`src/rtl/dsadc_pkg.sv`:
```
// Shared types and default sizing for the dual-slope ADC control sequencer.
package dsadc_pkg;

    localparam int DSADC_WIDTH       = 4;
    localparam int DSADC_N_INT       = 10;
    localparam int DSADC_ZERO_CYCLES = 3;

    typedef enum logic [2:0] {
        IDLE     = 3'd0,
        ZERO     = 3'd1,
        RUN_UP   = 3'd2,
        RUN_DOWN = 3'd3,
        HOLD     = 3'd4
    } dsadc_state_e;

endpackage

```
`src/rtl/dual_slope_ctrl_phase_timer.sv`:
```
// Phase counter shared by the auto-zero, run-up and run-down phases:
// synchronous clear, enable, and a count == limit flag. Holds at all-ones.
module phase_timer #(
    parameter int WIDTH = 4
) (
    input  logic             clk,
    input  logic             rst_s,
    input  logic             clr,
    input  logic             en,
    input  logic [WIDTH-1:0] limit,
    output logic [WIDTH-1:0] count,
    output logic             at_limit
);

    logic [WIDTH-1:0] count_q;
    logic [WIDTH-1:0] count_d;

    always_comb begin
        count_d = count_q;
        if (clr) begin
            count_d = '0;
        end else if (en && (count_q != {WIDTH{1'b1}})) begin
            count_d = count_q + 1'b1;
        end
    end

    always_ff @(posedge clk or posedge rst_s) begin
        if (rst_s) begin
            count_q <= '0;
        end else begin
            count_q <= count_d;
        end
    end

    assign count    = count_q;
    assign at_limit = (count_q == limit);

endmodule

```
`src/rtl/dual_slope_ctrl.sv`:
```
// Dual-slope ADC sequencer: auto-zero, fixed run-up, timed run-down, result handshake.
// Define DSADC_AUTOZERO_EN to insert the ZERO (integrator discharge) phase after start.
module dual_slope_ctrl
    import dsadc_pkg::*;
#(
    parameter int WIDTH       = DSADC_WIDTH,
    parameter int N_INT       = DSADC_N_INT,
    parameter int ZERO_CYCLES = DSADC_ZERO_CYCLES
) (
    input  logic             clk,
    input  logic             rst_s,
    input  logic             start,
    input  logic             cmp,
    output logic             sw_vin,
    output logic             sw_vref,
    output logic             int_rst,
    output logic             busy,
    output logic [WIDTH-1:0] result,
    output logic             overflow,
    output logic             result_valid,
    input  logic             result_ready
);

    localparam logic [WIDTH-1:0] ZERO_LIMIT   = WIDTH'(ZERO_CYCLES - 1);
    localparam logic [WIDTH-1:0] RUN_UP_LIMIT = WIDTH'(N_INT - 1);
    localparam logic [WIDTH-1:0] SAT_LIMIT    = {WIDTH{1'b1}};

`ifdef DSADC_AUTOZERO_EN
    localparam dsadc_state_e START_STATE = ZERO;
`else
    localparam dsadc_state_e START_STATE = RUN_UP;
`endif

    dsadc_state_e     state_q, state_d;
    logic             cmp_meta_q, cmp_s_q;
    logic [WIDTH-1:0] result_q, result_d;
    logic             overflow_q, overflow_d;
    logic             sw_vin_q, sw_vin_d;
    logic             sw_vref_q, sw_vref_d;
    logic             int_rst_q, int_rst_d;
    logic             busy_q, busy_d;
    logic             result_valid_q, result_valid_d;

    logic             tmr_clr;
    logic             tmr_en;
    logic [WIDTH-1:0] tmr_limit;
    logic [WIDTH-1:0] tmr_count;
    logic             tmr_at_limit;

    phase_timer #(
        .WIDTH(WIDTH)
    ) u_phase_timer (
        .clk      (clk),
        .rst_s    (rst_s),
        .clr      (tmr_clr),
        .en       (tmr_en),
        .limit    (tmr_limit),
        .count    (tmr_count),
        .at_limit (tmr_at_limit)
    );

    always_comb begin
        state_d    = state_q;
        result_d   = result_q;
        overflow_d = overflow_q;
        tmr_clr    = 1'b0;
        tmr_en     = 1'b0;
        tmr_limit  = ZERO_LIMIT;

        case (state_q)
            IDLE: begin
                if (start) begin
                    state_d = START_STATE;
                    tmr_clr = 1'b1;
                end
            end
`ifdef DSADC_AUTOZERO_EN
            ZERO: begin
                if (tmr_at_limit) begin
                    state_d = RUN_UP;
                    tmr_clr = 1'b1;
                end else begin
                    tmr_en = 1'b1;
                end
            end
`endif
            RUN_UP: begin
                tmr_limit = RUN_UP_LIMIT;
                if (tmr_at_limit) begin
                    state_d = RUN_DOWN;
                    tmr_clr = 1'b1;
                end else begin
                    tmr_en = 1'b1;
                end
            end
            RUN_DOWN: begin
                // Comparator crossing wins over saturation on the same cycle.
                tmr_limit = SAT_LIMIT;
                if (!cmp_s_q) begin
                    result_d   = tmr_count;
                    overflow_d = 1'b0;
                    state_d    = HOLD;
                    tmr_clr    = 1'b1;
                end else if (tmr_at_limit) begin
                    result_d   = SAT_LIMIT;
                    overflow_d = 1'b1;
                    state_d    = HOLD;
                    tmr_clr    = 1'b1;
                end else begin
                    tmr_en = 1'b1;
                end
            end
            HOLD: begin
                if (result_ready) begin
                    state_d = IDLE;
                end
            end
            default: begin
                state_d = IDLE;
            end
        endcase

        // Outputs are decoded from the next state so the registered copies track state_q.
        sw_vin_d       = (state_d == RUN_UP);
        sw_vref_d      = (state_d == RUN_DOWN);
        int_rst_d      = (state_d == IDLE) || (state_d == ZERO);
        busy_d         = (state_d != IDLE);
        result_valid_d = (state_d == HOLD);
    end

    always_ff @(posedge clk or posedge rst_s) begin
        if (rst_s) begin
            state_q        <= IDLE;
            cmp_meta_q     <= 1'b0;
            cmp_s_q        <= 1'b0;
            result_q       <= '0;
            overflow_q     <= 1'b0;
            sw_vin_q       <= 1'b0;
            sw_vref_q      <= 1'b0;
            int_rst_q      <= 1'b1;
            busy_q         <= 1'b0;
            result_valid_q <= 1'b0;
        end else begin
            state_q        <= state_d;
            cmp_meta_q     <= cmp;
            cmp_s_q        <= cmp_meta_q;
            result_q       <= result_d;
            overflow_q     <= overflow_d;
            sw_vin_q       <= sw_vin_d;
            sw_vref_q      <= sw_vref_d;
            int_rst_q      <= int_rst_d;
            busy_q         <= busy_d;
            result_valid_q <= result_valid_d;
        end
    end

    assign sw_vin       = sw_vin_q;
    assign sw_vref      = sw_vref_q;
    assign int_rst      = int_rst_q;
    assign busy         = busy_q;
    assign result       = result_q;
    assign overflow     = overflow_q;
    assign result_valid = result_valid_q;

endmodule

```
`config.mk`:
```
export PLATFORM = sky130hd
export DESIGN_NAME = dual_slope_ctrl
export DESIGN_NICKNAME = d
export VERILOG_FILES = /design/src/rtl/dsadc_pkg.sv /design/src/rtl/dual_slope_ctrl_phase_timer.sv /design/src/rtl/dual_slope_ctrl.sv
export SDC_FILE = /design/constraint.sdc
export NUM_CORES = 1
export LEC_CHECK = 0
export BUFFER_PORTS_ARGS = -buffer_cell sky130_fd_sc_hd__buf_2
export CORE_UTILIZATION = 50
export CTS_CLUSTER_DIAMETER = 40
export DETAILED_ROUTE_END_ITERATION = 10
export PLACE_DENSITY = 0.78
export SYNTH_ARGS = -nofsm -noshare
export SYNTH_HDL_FRONTEND = slang
export SYNTH_SLANG_ARGS = --single-unit
```
`constraint.sdc`:
```
create_clock -name clk -period 1.9 [get_ports clk]
set_input_delay 0.095 -clock clk [delete_from_list [all_inputs] [get_ports clk]]
set_output_delay 0.095 -clock clk [all_outputs]
set_load 0.01 [all_outputs]
```
==> impl_metrics.csv, run 1 <==
group,metric,value,unit
placement,routabilityCongestion,0.815,
synthesis,synth_area,911,um^2
synthesis,syn_avg_cell_area,11.0,um^2
setup_path,worstPathMaxFanout,9,
routing,detail-route-antenna-nets,0,
cells_and_area,antenna_cells,0,
routing,first_pass_iters,4,
cts,cts_buffers,3,
routing,vias,713,
cts,clk_latency,300,ps
timing,setup_slack,172,ps
setup_path,worstPathArrival,1920,ps
cells_and_area,final_common_cell,"dfrtp_1",
timing,max_freq,579,MHz
routing,wire_per_inst,14.2,um
timing,setup_viol,0,
setup_path,critPathLaunchType,"flop",
floorplan,row_count,15,
timing,period_needed,1730,ps
floorplan,fp.dieArea,2000,um^2
timing,worst_slew_pin_slew,692,ps
routing,drc,0,
power_and_ir_drop,ir_worst_vdd,874,uV
global_routing,grt.total_usage,21.7,%
job,maxCapViolCount,0,
global_routing,grt_pass1_wl,3.06,mm
timing,slew_headroom,53.8,%
cells_and_area,fillers,135,
floorplan,core_area,1710,um^2
floorplan,start_util,53.3,%
routing,via_per_inst,5.61,
cts,clk_path_buf_depth,2,
placement,numPortBuffers,14,
floorplan,die_y,44.7,um
power_and_ir_drop,cellPowerDensity,1640,nW/um^2
timing,final.setup_skew,1.16,ps
setup_path,endpoint_kind,"flop",
global_routing,grt_max_degree,20,
synthesis,synth_cells,83,
setup_path,worstPathRequired,2090,ps
global_routing,first_global_vias,713,
worst_hold_path,hp-class,"input port to flop",
cells_and_area,area_delta_synth_final,16.3,%
synthesis,yosysSeqAreaShare,52.3,%
cts,cts-root-buf,"clkbuf_4",
cells_and_area,mostFrequentLayoutCells,"dfrtp_1, buf_2",
timing,fin_hold_ws,164,ps
cts,cts.htree.levels,1,
global_routing,antenna_found_initial,0,
synthesis,ys_async_sr_fraction,100,%
synthesis,synth_edf_count,0,
synthesis,synth_flop_cell,"dfrtp_1",
timing,tns,0,ps
placement,pre_cts_slack,145,ps
cells_and_area,seqCellArea,477,um^2
timing,finalMaxSlewViolations,0,
placement,dp_hpwl,1.31,mm
synthesis,synth_seq_cells,19,
cells_and_area,multi_input_area,389,um^2
cts,clkSlewWorstSetupHoldPaths,100,ps
outcome,status,"complete, no violations",
cells_and_area,post-route-util,62.1,%
timing,hold_viol,0,
cts,cts_tree,"built",
cts,cts_sinks,19,
routing,drtIter0Drc,13,
global_routing,grt_overflow_total,0,
routing,routed_wl,1.81,mm
synthesis,synth.net_count,89,
cells_and_area,drive_above_1_share,29.4,%
timing,rsz0062_at_grt,"no",
power_and_ir_drop,leakage,0.000476,uW
floorplan,ios,15,
setup_path,path_class,"flop to flop",
floorplan,dieWidth,44.7,um
cells_and_area,nets,109,
synthesis,synth_warnings,0,
synthesis,synth_cell_types,40,
timing,finalCritPeriodShare,91.0,%
==> state kept, by name, indices dropped and copies added (netlist names) <==
name and count:
u_phase_timer.count 4, sw_vref 1, state_q 3, sw_vin 1
result 4, overflow 1, cmp_s_q 1, int_rst 1
result_valid 1, cmp_meta_q 1, busy 1
==> synth_stat cells (2+ instances only) <==
master / instances / area, um^2
o22a_1: 4 / 35.0
inv_1: 4 / 15.0
a21oi_1: 2 / 10.0
a21oi_2: 2 / 17.5
clkbuf_1: 2 / 7.51
nor4_1: 2 / 12.5
nor2_1: 4 / 15.0
and3_1: 2 / 12.5
o21ai_0: 2 / 10.0
nor4b_1: 2 / 17.5
dfrtp_1: 18 / 450
nand3_1: 4 / 20.0
or2_1: 2 / 12.5
or3_1: 2 / 12.5
nor3_1: 2 / 10.0
o2111a_1: 2 / 22.5
nand2_1: 4 / 15.0
==> cell type report <==
type | count | share of cell area (%)
Timing Repair Buffer | 20 | 11.3
Sequential cell | 19 | 45.0
Tap cell | 25 | 2.95
Inverter | 4 | 1.42
Multi-Input combinational cell | 55 | 36.7
Clock buffer | 3 | 2.13
Clock inverter | 1 | 0.472
==> final timing paths <==
check | start | end | slack (ps) | cells after the start
min in group asynchronous | rst_s | u_phase_timer.count[3] | 430 | 3
worst max register to register | u_phase_timer.count[0] | u_phase_timer.count[3] | 170 | 5
worst min-delay path | result_ready | result_valid | 160 | 3
worst min register to register | cmp_meta_q | cmp_s_q | 360 | 0
max in group asynchronous | rst_s | sw_vref | 1030 | 3
worst max-delay path | u_phase_timer.count[0] | u_phase_timer.count[3] | 170 | 5
==> logic make-up after synthesis <==
| family | Yosys count | synth area share (%) |
|---|---|---|
| xor gates and xnor gates | 2 | 2.75 |
| muxes | 1 | 1.10 |
| adders and majority gates | 1 | 1.37 |
| and+or+nand+nor | 33 | 21.7 |
| DFF | 19 | 52.3 |
| AOI/OAI and AO/OA | 18 | 15.7 |
| buffers and inverters | 9 | 5.08 |
==> metal layers <==
metal | share of wire [%] | GRT usage (%) | up-vias
met5 | 0 | 0 | -
met4 | 3.0 | 12.7 | 0
met3 | 2.2 | 2.45 | 5
met2 | 48 | 34.7 | 16
met1 | 47 | 28.5 | 355
li1 | - | - | 337
==> report_power, final <==
part | switching [uW] | leakage, uW | internal (uW) | total (uW)
combinational | 448 | 0.000228 | 378 | 826
clock | 124 | 0.0000177 | 78.6 | 203
sequential | 134 | 0.000231 | 570 | 704
==> worst max-delay path, cell delays in order, from the launching register on <==
cell,delay [ps]
dfrtp_1,510
nand4b_1,250
o31ai_2,340
and3_2,320
or3_4,170
a21oi_2,40
==> repair_timing <==
action,4_1_cts,5_1_grt
hold endpoints to repair,19,0
setup endpoints to repair,0,4
hold buffers,2,0
buffers inserted,0,0
gates resized for setup,0,1
==> per-stage QoR <==
step	instances	cell area [um^2]	total power, uW
4_1_cts	127	1060	1730
6_report	127	1060	1730
3_5_place_dp	121	1010	1520
5_1_grt	127	1060	1860
3_3_place_gp	121	1010	1490
2_1_floorplan	83	911	1270
Note: power is estimated with default switching activity, not from simulation.
==> inputs of run 2 (changes only) <==
- RECOVER_POWER: not set -> 100
==> run 2 against run 1 <==
Effect of this change: sequential cell count did not move; non-clock buffer count is the same; first-iteration DRC count down 15%; final cell count unchanged; fmax down 0.29%; clock-buffer cell count unchanged; register-to-register slack about the same; worst hold slack better by 3.8 ps; combinational power shrank 5.1%; core utilization shrank 1.1 points; routed wire length grew 0.61%; via count increased by 2.0%; critical endpoint unchanged; largest cell class unchanged; highest routed layer unchanged.
==> impl_metrics.csv, run 2 (synthesized netlist as in run 1, its figures left out) <==
group,metric,value,unit
cts,cts_buffers,3,
timing,final.setup_skew,2.52,ps
setup_path,r2r_slack,170,ps
cts,clk_latency,300,ps
timing,slew_headroom,53.9,%
routing,via_per_inst,5.72,
power_and_ir_drop,cellPowerDensity,1630,nW/um^2
routing,detail-route-antenna-nets,0,
power_and_ir_drop,leakage,0.000444,uW
timing,finalMaxSlewViolations,0,
cells_and_area,nets,109,
timing,finalCritPeriodShare,91.2,%
cells_and_area,drive_above_1_share,17.6,%
floorplan,dieWidth,44.7,um
routing,drc,0,
global_routing,antenna_found_initial,0,
cells_and_area,area_delta_synth_final,14.3,%
cts,cts.htree.levels,1,
setup_path,crit_slowest_cell,"dfrtp_1",
placement,dp_hpwl,1.31,mm
setup_path,worstPathArrival,1960,ps
setup_path,critPathLaunchType,"flop",
timing,rsz0062_at_grt,"no",
routing,vias,727,
global_routing,first_global_vias,713,
cts,cts_sinks,19,
routing,drtIter0Drc,11,
placement,routabilityCongestion,0.815,
power_and_ir_drop,ir_worst_vdd,858,uV
cts,clkSlewWorstSetupHoldPaths,100,ps
setup_path,path_class,"flop to flop",
setup_path,crit_chain,"nand4b_1 -> o31ai_2 -> and3_2 -> or3_4 -> a21oi_1",
job,maxCapViolCount,0,
timing,period_needed,1730,ps
cts,cts_tree,"built",
floorplan,die_y,44.7,um
global_routing,grt_overflow_total,0,
global_routing,grt.total_usage,21.7,%
outcome,status,"complete, no violations",
cts,clk_path_buf_depth,2,
floorplan,start_util,53.3,%
cts,cts-root-buf,"clkbuf_4",
setup_path,max_stage_delay,490,ps
timing,worst_slew_pin_slew,691,ps
timing,max_freq,577,MHz
cells_and_area,mostFrequentLayoutCells,"dfrtp_1, clkbuf_1, nor2_1",
setup_path,worstPathRequired,2130,ps
timing,tns,0,ps
timing,setup_viol,0,
timing,hold_viol,0,
floorplan,core_area,1710,um^2
global_routing,grt_pass1_wl,3.06,mm
routing,routed_wl,1.82,mm
routing,first_pass_iters,4,
cts,postCtsSetupBuffers,0,
placement,numPortBuffers,14,
floorplan,row_count,15,
routing,wire_per_inst,14.3,um
setup_path,endpoint_kind,"flop",
setup_path,worstPathMaxFanout,9,
floorplan,ios,15,
floorplan,fp.dieArea,2000,um^2
cells_and_area,final_common_cell,"dfrtp_1",
global_routing,grt_max_degree,20,
timing,fin_hold_ws,168,ps
worst_hold_path,hp-class,"input port to flop",
cells_and_area,antenna_cells,0,
[run 2: path summary, 6_finish.rpt]
kind	from	endpoint	cells after the start
setup / recovery	u_phase_timer.count[0]	u_phase_timer.count[3]	5
hold / removal	result_ready	result_valid	3
setup reg to reg	u_phase_timer.count[0]	u_phase_timer.count[3]	5
hold reg to reg	cmp_meta_q	cmp_s_q	0
max in group asynchronous	rst_s	result[1]	3
min in group asynchronous	rst_s	u_phase_timer.count[3]	3
[run 2: report_power, final]
part | total, uW | internal [uW] | switching [uW] | leakage, uW
clock | 203 | 78.6 | 124 | 0.0000177
combinational | 784 | 345 | 438 | 0.000195
sequential | 707 | 570 | 137 | 0.000231
total | 1690 | 994 | 699 | 0.000444
[run 2: area by class of cell]
class,instances,area (um^2)
Clock buffer,3,22.5
Sequential cell,19,477
Clock inverter,1,5.00
Fill cell,142,667
Inverter,4,15.0
Timing Repair Buffer,20,108
Tap cell,25,31.3
Multi-Input combinational cell,55,383
[run 2: per-stage QoR]
stage / setup WS, ps / power [uW] / instance area (um^2) / util (%) / cells
after floorplan: 274 / 1270 / 911 / - / 83
after global placement: 209 / 1490 / 1010 / 59.2 / 121
after detailed placement: 145 / 1520 / 1010 / 59.2 / 121
after CTS: 133 / 1730 / 1060 / 62.0 / 127
after global routing: 66.8 / 1820 / 1040 / 61.0 / 127
final: 167 / 1690 / 1040 / 61.0 / 127
[run 2: metal layers]
metal / vias up / GRT usage (%) / share of wire, %
met5: - / 0 / 0
met4: 0 / 12.7 / 4.1
met3: 7 / 2.45 / 3.6
met2: 27 / 34.7 / 47
met1: 355 / 28.5 / 45
li1: 338 / - / -
[run 2: critical path, delay by kind of cell, from the launching register on]
family	cells	cell delay (ps)
AND/OR/NAND/NOR	3	930
flip-flops	1	490
AO/OA/AOI/OAI	2	240
[run 2: repair_timing]
item / CTS / global route
endpoints found under the hold margin: 19 / 0
resized for setup: 0 / 1
endpoints found under the setup margin: 0 / 4
hold buffers: 2 / 0
==> inputs of run 3 (changes only) <==
- clock period: 1.9 -> 2.21 ns (I/O delays scaled with it)
==> run 3 against run 2 <==
Effect of this change: cell area shrank 2.6%; clock power shrank 13%; final cell count shrank 1.6%; via count shrank 2.2%; setup slack gained 52 ps; die area is the same; critical path depth is the same; fmax shrank 13%; combinational power shrank 24%; critical path type unchanged; largest power group is now sequential cells.
==> impl_metrics.csv, run 3 (synthesized netlist as in run 1, its figures left out) <==
group,metric,value,unit
cts,cts.htree.levels,1,
global_routing,first_global_vias,665,
timing,hold_viol,0,
global_routing,grt_pass1_wl,2.95,mm
global_routing,grt_max_degree,20,
cts,clk_path_buf_depth,2,
power_and_ir_drop,seq_power_share,45.5,%
setup_path,worstPathRequired,2450,ps
cells_and_area,final-instance-count-excl-fill,125,
timing,finalCritPeriodShare,90.1,%
cells_and_area,final_area,1010,um^2
floorplan,die_y,44.7,um
routing,routed_wl,1.78,mm
cells_and_area,mostFrequentLayoutCells,"dfrtp_1, clkbuf_1",
timing,final.setup_skew,6.16,ps
setup_path,reg2reg_to,"u_phase_timer.count[3]",
routing,drc,0,
global_routing,antenna_found_initial,0,
timing,slew_headroom,53.1,%
outcome,status,"complete, no violations",
cts,clkSlewWorstSetupHoldPaths,100,ps
cts,cts_sinks,19,
setup_path,rr_worst_depth,5,
worst_hold_path,hp-class,"input port to flop",
power_and_ir_drop,pwr-share-comb,42.1,%
worst_hold_path,holdPathEnd,"result_valid",
routing,first_pass_iters,4,
routing,wire_per_inst,14.2,um
cts,clk_latency,300,ps
cells_and_area,area_delta_synth_final,11.3,%
setup_path,r2r-start,"state_q[0]",
routing,via_per_inst,5.69,
power_and_ir_drop,leakage,0.000428,uW
setup_path,endpoint_kind,"flop",
cts,cts-root-buf,"clkbuf_4",
timing,worst_slew_pin_slew,702,ps
routing,detail-route-antenna-nets,0,
setup_path,critPathLaunchType,"flop",
placement,routabilityCongestion,0.832,
cts,cts_tree,"built",
power_and_ir_drop,ir_worst_vdd,788,uV
routing,drtIter0Drc,17,
global_routing,grt_overflow_total,0,
timing,max_freq,502,MHz
power_and_ir_drop,power_frac_clock,12.5,%
setup_path,cp-startpoint,"state_q[0]",
cells_and_area,nets,107,
setup_path,worstPathArrival,2230,ps
floorplan,row_count,15,
timing,tns,0,ps
timing,setup_viol,0,
placement,place_area,996,um^2
power_and_ir_drop,p_int,832,uW
setup_path,crit_slowest_cell,"dfrtp_1",
floorplan,fp.dieArea,2000,um^2
setup_path,path_class,"flop to flop",
global_routing,grt.total_usage,21.0,%
floorplan,start_util,53.3,%
power_and_ir_drop,cellPowerDensity,1390,nW/um^2
cts,postCtsSetupBuffers,0,
floorplan,ios,15,
cells_and_area,final_common_cell,"dfrtp_1",
worst_hold_path,hold_start,"result_ready",
cts,cts_buffers,3,
placement,dp_hpwl,1.21,mm
placement,dp.cells,119,
cells_and_area,antenna_cells,0,
worst_hold_path,holdPathStages,3,
timing,period_needed,1990,ps
setup_path,crit_chain,"xor2_1 -> o31ai_1 -> and3_1 -> or3_4 -> a21oi_1",
setup_path,worstPathMaxFanout,14,
placement,numPortBuffers,14,
floorplan,dieWidth,44.7,um
setup_path,max_stage_delay,620,ps
power_and_ir_drop,p_switching,578,uW
cells_and_area,post-route-util,59.3,%
job,maxCapViolCount,0,
timing,finalMaxSlewViolations,0,
routing,vias,711,
timing,rsz0062_at_grt,"no",
timing,fin_hold_ws,196,ps
cells_and_area,drive_above_1_share,13.0,%
setup_path,r2r_slack,220,ps
floorplan,core_area,1710,um^2
power_and_ir_drop,swShare,41.0,%
[run 3: metal layers]
layer | track usage (%) | part of all wire, % | vias to the layer above
met3 | 3.67 | 4.9 | 5
met4 | 10.9 | 1.9 | 0
met1 | 28.8 | 46 | 342
met2 | 32.1 | 47 | 29
met5 | 0 | 0 | -
li1 | - | - | 335
[run 3: what timing repair did]
action	CTS	global route
gates resized for setup	0	0
hold buffers	2	0
endpoints found under the hold margin	19	0
[run 3: worst max-delay path, delay by kind of cell (launching register included)]
family	cells	cell delay (ps)
AND/OR/NAND/NOR	2	730
AO/OA/AOI/OAI	2	270
XOR/XNOR	1	310
flip-flops	1	620
[run 3: worst max path at each step]
stage / slack [ps] / depth (start not counted) / end
6_report: 220 / 5 / u_phase_timer.count[3]
5_1_grt: 120 / 5 / u_phase_timer.count[3]
4_1_cts: 360 / 5 / u_phase_timer.count[2]
3_5_place_dp: 390 / 5 / u_phase_timer.count[2]
3_3_place_gp: 450 / 5 / u_phase_timer.count[3]
2_1_floorplan: 580 / 7 / u_phase_timer.count[2]
[run 3: stage by stage]
stage               worst slack [ps]  power, uW
global placement                 454       1250
finish                           219       1410
global route                     122       1510
floorplan                        584       1090
CTS                              365       1450
detailed placement               386       1270
[run 3: final cells by class]
| class | count | area (um^2) |
|---|---|---|
| fillers | 154 | 694 |
| flip-flops and latches | 19 | 477 |
| multi-input cells | 55 | 372 |
| repair buffers | 18 | 92.6 |
| well taps | 25 | 31.3 |
| clock buffers | 4 | 26.3 |
| inverters | 4 | 15.0 |
[run 3: power by group through the flow]
| stage | logic, uW | registers (uW) | clock network [uW] |
|---|---|---|---|
| 5_1_grt | 656 | 664 | 191 |
| 6_report | 593 | 642 | 176 |
| 3_3_place_gp | 605 | 641 | 0 |
| 3_5_place_dp | 622 | 650 | 0 |
| 4_1_cts | 631 | 640 | 179 |
| 2_1_floorplan | 476 | 615 | 0 |
